$ cat src/rtl/twos_serial_decode_pkg.sv
// Shared types and helpers for the bit-serial two's-complement decoder.
// Default word width is 8.
package twos_serial_decode_pkg;

    localparam int TWOS_WIDTH_DEF = 8;

    typedef enum logic [1:0] {
        ST_IDLE  = 2'd0,
        ST_SHIFT = 2'd1,
        ST_DONE  = 2'd2
    } twos_state_e;

    // Bit-counter width; a 2-bit word still needs one counter bit.
    function automatic int cnt_width(input int w);
        if (w <= 2) begin
            return 1;
        end else begin
            return $clog2(w);
        end
    endfunction

endpackage

$ cat src/rtl/twos_serial_decode_bit.sv
// One serial cell of the copy-until-first-one-then-invert negation.
// For a negative word, bits up to and including the first 1 pass through,
// every later bit is inverted; non-negative words pass through untouched.
module twos_serial_decode_bit (
    input  logic b,
    input  logic sign,
    input  logic seen_one,
    output logic ob,
    output logic seen_one_nxt
);

    // Output bit and updated first-one flag for the current bit position.
    always_comb begin
        ob           = b;
        seen_one_nxt = seen_one | b;
        if (sign && seen_one) begin
            ob = ~b;
        end else begin
            ob = b;
        end
    end

endmodule

$ cat src/rtl/twos_serial_decode.sv
// Bit-serial two's-complement to sign-magnitude decoder.
// Accepts a WIDTH-bit signed word, walks it LSB-first one bit per clock and
// presents sign plus unsigned magnitude with valid/ready handshakes.
// Optional macro TWOS_DEC_EARLY_EXIT_EN: non-negative words bypass the
// serial pass and are presented one cycle after acceptance.
module twos_serial_decode
    import twos_serial_decode_pkg::*;
#(
    parameter int WIDTH = TWOS_WIDTH_DEF
) (
    input  logic             clk,
    input  logic             rst,
    input  logic [WIDTH-1:0] i,
    input  logic             in_valid,
    output logic             in_ready,
    output logic [WIDTH-1:0] mag,
    output logic             sign,
    output logic             out_valid,
    input  logic             out_ready
);

    localparam int CNT_W = cnt_width(WIDTH);

    twos_state_e        state_r;
    twos_state_e        state_nxt_s;
    logic [WIDTH-1:0]   sr_r;
    logic [WIDTH-1:0]   mag_r;
    logic               sign_r;
    logic               seen_one_r;
    logic [CNT_W-1:0]   cnt_r;
    logic               in_ready_r;
    logic               out_valid_r;
    logic               ob_s;
    logic               seen_one_nxt_s;
    logic               accept_s;
    logic               last_bit_s;

    assign accept_s   = in_valid & in_ready_r;
    assign last_bit_s = (cnt_r == CNT_W'(WIDTH - 1));

    twos_serial_decode_bit u_bit (
        .b            (sr_r[0]),
        .sign         (sign_r),
        .seen_one     (seen_one_r),
        .ob           (ob_s),
        .seen_one_nxt (seen_one_nxt_s)
    );

    // Next-state decode for the accept / shift / present sequence.
    always_comb begin
        state_nxt_s = state_r;
        case (state_r)
            ST_IDLE: begin
                if (accept_s) begin
`ifdef TWOS_DEC_EARLY_EXIT_EN
                    if (i[WIDTH-1]) begin
                        state_nxt_s = ST_SHIFT;
                    end else begin
                        state_nxt_s = ST_DONE;
                    end
`else
                    state_nxt_s = ST_SHIFT;
`endif
                end else begin
                    state_nxt_s = ST_IDLE;
                end
            end
            ST_SHIFT: begin
                if (last_bit_s) begin
                    state_nxt_s = ST_DONE;
                end else begin
                    state_nxt_s = ST_SHIFT;
                end
            end
            ST_DONE: begin
                if (out_ready) begin
                    state_nxt_s = ST_IDLE;
                end else begin
                    state_nxt_s = ST_DONE;
                end
            end
            default: begin
                state_nxt_s = ST_IDLE;
            end
        endcase
    end

    // State, handshake flags and serial datapath registers.
    always_ff @(posedge clk) begin
        if (rst) begin
            state_r     <= ST_IDLE;
            in_ready_r  <= 1'b1;
            out_valid_r <= 1'b0;
            sr_r        <= {WIDTH{1'b0}};
            mag_r       <= {WIDTH{1'b0}};
            sign_r      <= 1'b0;
            seen_one_r  <= 1'b0;
            cnt_r       <= {CNT_W{1'b0}};
        end else begin
            state_r     <= state_nxt_s;
            in_ready_r  <= (state_nxt_s == ST_IDLE);
            out_valid_r <= (state_nxt_s == ST_DONE);
            case (state_r)
                ST_IDLE: begin
                    if (accept_s) begin
                        sr_r       <= i;
                        sign_r     <= i[WIDTH-1];
                        seen_one_r <= 1'b0;
                        cnt_r      <= {CNT_W{1'b0}};
`ifdef TWOS_DEC_EARLY_EXIT_EN
                        if (!i[WIDTH-1]) begin
                            mag_r <= i;
                        end
`endif
                    end
                end
                ST_SHIFT: begin
                    sr_r       <= {1'b0, sr_r[WIDTH-1:1]};
                    mag_r      <= {ob_s, mag_r[WIDTH-1:1]};
                    seen_one_r <= seen_one_nxt_s;
                    cnt_r      <= cnt_r + CNT_W'(1);
                end
                ST_DONE: begin
                    // Outputs held until the consumer takes them.
                end
                default: begin
                end
            endcase
        end
    end

    assign in_ready  = in_ready_r;
    assign out_valid = out_valid_r;
    assign mag       = mag_r;
    assign sign      = sign_r;

endmodule
$ cat config.mk
export PLATFORM = sky130hd
export DESIGN_NAME = twos_serial_decode
export DESIGN_NICKNAME = d
export VERILOG_FILES = /design/src/rtl/twos_serial_decode_pkg.sv /design/src/rtl/twos_serial_decode_bit.sv /design/src/rtl/twos_serial_decode.sv
export SDC_FILE = /design/constraint.sdc
export NUM_CORES = 1
export LEC_CHECK = 0
export BUFFER_PORTS_ARGS = -buffer_cell sky130_fd_sc_hd__buf_2
export CAP_MARGIN = 20
export CORE_UTILIZATION = 25
export DETAILED_ROUTE_END_ITERATION = 8
export PLACE_DENSITY = 0.54
export SYNTH_ARGS = -nofsm -noshare
export SYNTH_HDL_FRONTEND = slang
export SYNTH_SLANG_ARGS = --single-unit
$ cat constraint.sdc
create_clock -name clk -period 3 [get_ports clk]
set_input_delay 0.9 -clock clk [delete_from_list [all_inputs] [get_ports clk]]
set_output_delay 0.9 -clock clk [all_outputs]
set_load 0.02 [all_outputs]
==> run_results.csv <==
group,metric,value,unit
status,outcome,"complete, no violations",
cts,cts-root-buf,"clkbuf_8",
sta,hold_viol,0,
detailed_routing,wl,1980,um
synth,ys_ff_latch,25,
floorplan,die_y,67.1,um
detailed_routing,first_iter_violations,65,
floorplan,core,0.00403,mm^2
cells_and_area,nets,143,
cts,cts_htree_levels,1,
cts,max-clock-path-buffers,2,
floorplan,dieWidth,67.1,um
synth,avgSynthCellArea,9.63,um^2
floorplan,start_util,0.263,
cts,ctsHoldBuffers,0,
detailed_routing,viasPerCell,4.61,
synth,yosysWarnings,0,
detailed_routing,ant_nets,0,
sta,tns,0,ns
grt,grt_overflow_total,0,
worst_setup_path,critPathKind,"reg -> reg",
grt,grt_pass1_vias,825,
power,p_switching,0.000154,W
cts,clk_pin_slew,0.08,ns
power,combPwrFrac,0.139,
place,portBuffers,22,
worst_setup_path,critical_path.top_delay_family,"flip-flops",
worst_setup_path,cp_data_arrival_time,2.31,ns
worst_setup_path,cp_slowest_cell,"dfxtp_1",
floorplan,row_count,23,
grt,grt_pass1_wl,3470,um
power,intPower,0.000486,W
detailed_routing,vias,820,
synth,yosysSeqAreaShare,0.472,
power,totalPowerFinal,0.000639,W
detailed_routing,route.detailed.drc,0,
worst_setup_path,crit_buf_inv,0,
sta,finalSetupViolations,0,
sta,fin_crit_sh,0.720,
cts,worstSkewPairLatency,0.26,ns
cells_and_area,final_util,0.305,
sta,relSlewSlack,0.363,
worst_setup_path,critPathMaxStageDelay,0.75,ns
cts,cts.sinks,25,
worst_hold_path,hp-class,"reg -> reg",
power,seqPwrFrac,0.565,
sta,drv_slew,0,
grt,grt.total_usage,0.101,
worst_setup_path,startpoint_type,"flip-flop",
sta,fin_crit,2.16,ns
worst_setup_path,critPathRequiredTime,3.15,ns
cts,cts_tree,"built",
detailed_routing,drt-wirelength-per-cell,11.1,um
power,leakagePower,0.513,nW
synth,syn_nets,124,
power,irDropWorstVdd,0.130,mV
synth,mappedNetlistArea,0.00106,mm^2
place,gp_congestion,0.711,
cells_and_area,drive_gt1_frac,0.281,
power,powerDensity,520,mW/mm^2
sta,max_freq,463,MHz
floorplan,io_pins,23,
sta,holdWs,0.468,ns
grt,antenna_found_initial,0,
synth,synth_cell_types,25,
cells_and_area,areaGrowthSynthToFinish,15.9,%
cells_and_area,final_cells,178,
cts,cts-resized-gates,0,
synth,synth_cells,110,
cells_and_area,fillers,430,
worst_setup_path,crit_chain,"nand2b_1, mux2_2, o311a_1",
worst_setup_path,cp_max_fo,22,
floorplan,dieArea,0.00450,mm^2
run,maxCapViolCount,0,
sta,worstMarginPinSlew,0.954,ns
cts,numCtsBuffers,3,
grt,grt_max_degree,23,
place,hpwl,1450,um
sta,clock_skew,0.00258,ns
cells_and_area,antenna_cells,0,
sta,rsz0062_at_grt,"no",
power,swShare,0.240,
place,dp_cells,174,
power,power.share.clock,0.296,
worst_setup_path,endpoint_kind,"flip-flop",
detailed_routing,dr.pass1.iters,4,
cts,cts_setup_buffers,0,
[routing by layer]
layer,part of all wire,GRT usage,vias up
met3,0.044,0.0257,2
met2,0.49,0.180,13
met4,0.0035,0.0399,0
met5,0,0,-
li1,-,-,422
met1,0.46,0.114,383
[cells by family after synthesis]
kind of cell	Yosys count	synth area share
xor gates and xnor gates	2	0.0165
adders and majority gates	2	0.0236
DFF	25	0.472
buffers and inverters	9	0.0507
and+or+nand+nor	31	0.136
AOI/OAI and AO/OA	33	0.209
muxes	8	0.0921
[cell usage after synthesis (all sizes together)]
cell type / instances / area share
clkbuf: 4 / 0.014
nor3b: 1 / 0.0071
nor2b: 1 / 0.0059
nor2: 3 / 0.011
xor2: 1 / 0.0083
dfxtp: 25 / 0.47
buf: 4 / 0.033
mux2: 8 / 0.092
a21oi: 15 / 0.074
ha: 2 / 0.024
nand3b: 1 / 0.0071
nor3: 3 / 0.014
o21ai: 4 / 0.019
and4bb: 1 / 0.012
o311a: 7 / 0.066
nand2: 19 / 0.067
clkinv: 1 / 0.0035
xnor2: 1 / 0.0083
o21bai: 7 / 0.050
nand2b: 2 / 0.012
[cells in the final DEF, fill, tap and decap left out, types with 4 or more instances in the layout]
cell type	netlist	routed
nand2_1	19	19
o21bai_1	7	7
mux2_2	6	6
o21ai_0	4	4
buf_2	1	22
o311a_1	7	7
a21oi_1	14	14
dfxtp_1	25	25
[worst register-to-register path, delay by kind of cell, from the launching register on]
family             cells  cell delay [ns]
and+or+nand+nor        1             0.62
DFF                    1             0.75
muxes                  1             0.42
AOI/OAI and AO/OA      1             0.28
[per-stage QoR]
step,setup slack (ns),cell area (um^2)
floorplan,1.25,1060
CTS,0.837,1230
detailed placement,0.855,1180
global route,0.662,1230
global placement,0.926,1180
finish,0.841,1230
[power groups by stage]
stage	clock (W)	combinational [W]	sequential, W
after floorplan	0	0.0000698	0.000372
after CTS	0.000200	0.0000903	0.000362
after detailed placement	0	0.0000899	0.000370
final	0.000189	0.0000888	0.000361
after global routing	0.000213	0.0000998	0.000364
after global placement	0	0.0000863	0.000370
[layout make-up]
class / count / area (um^2) / area share
clock buffer: 3 / 41.3 / 0.0336
clock inverter: 1 / 5.00 / 0.00407
inverter: 1 / 3.75 / 0.00305
multi-input combinational: 76 / 505 / 0.411
sequential: 25 / 500 / 0.407
tap: 50 / 62.6 / 0.0509
timing repair buffer: 22 / 110 / 0.0896
[flip-flops by register name (all words and copies together) (netlist names)]
register    cells
state_r         2
sign            1
sr_r            8
mag             8
seen_one_r      1
cnt_r           3
in_ready        1
out_valid       1
[path summary, 6_finish.rpt]
check                   from      end  slack, ns  cells past startpoint
hold / removal        mag[0]   mag[0]       0.47                      2
setup reg to reg  state_r[1]  sr_r[4]       0.84                      3
hold reg to reg       mag[0]   mag[0]       0.47                      2
setup / recovery  state_r[1]  sr_r[4]       0.84                      3
Note: power is estimated with default switching activity, not from simulation.
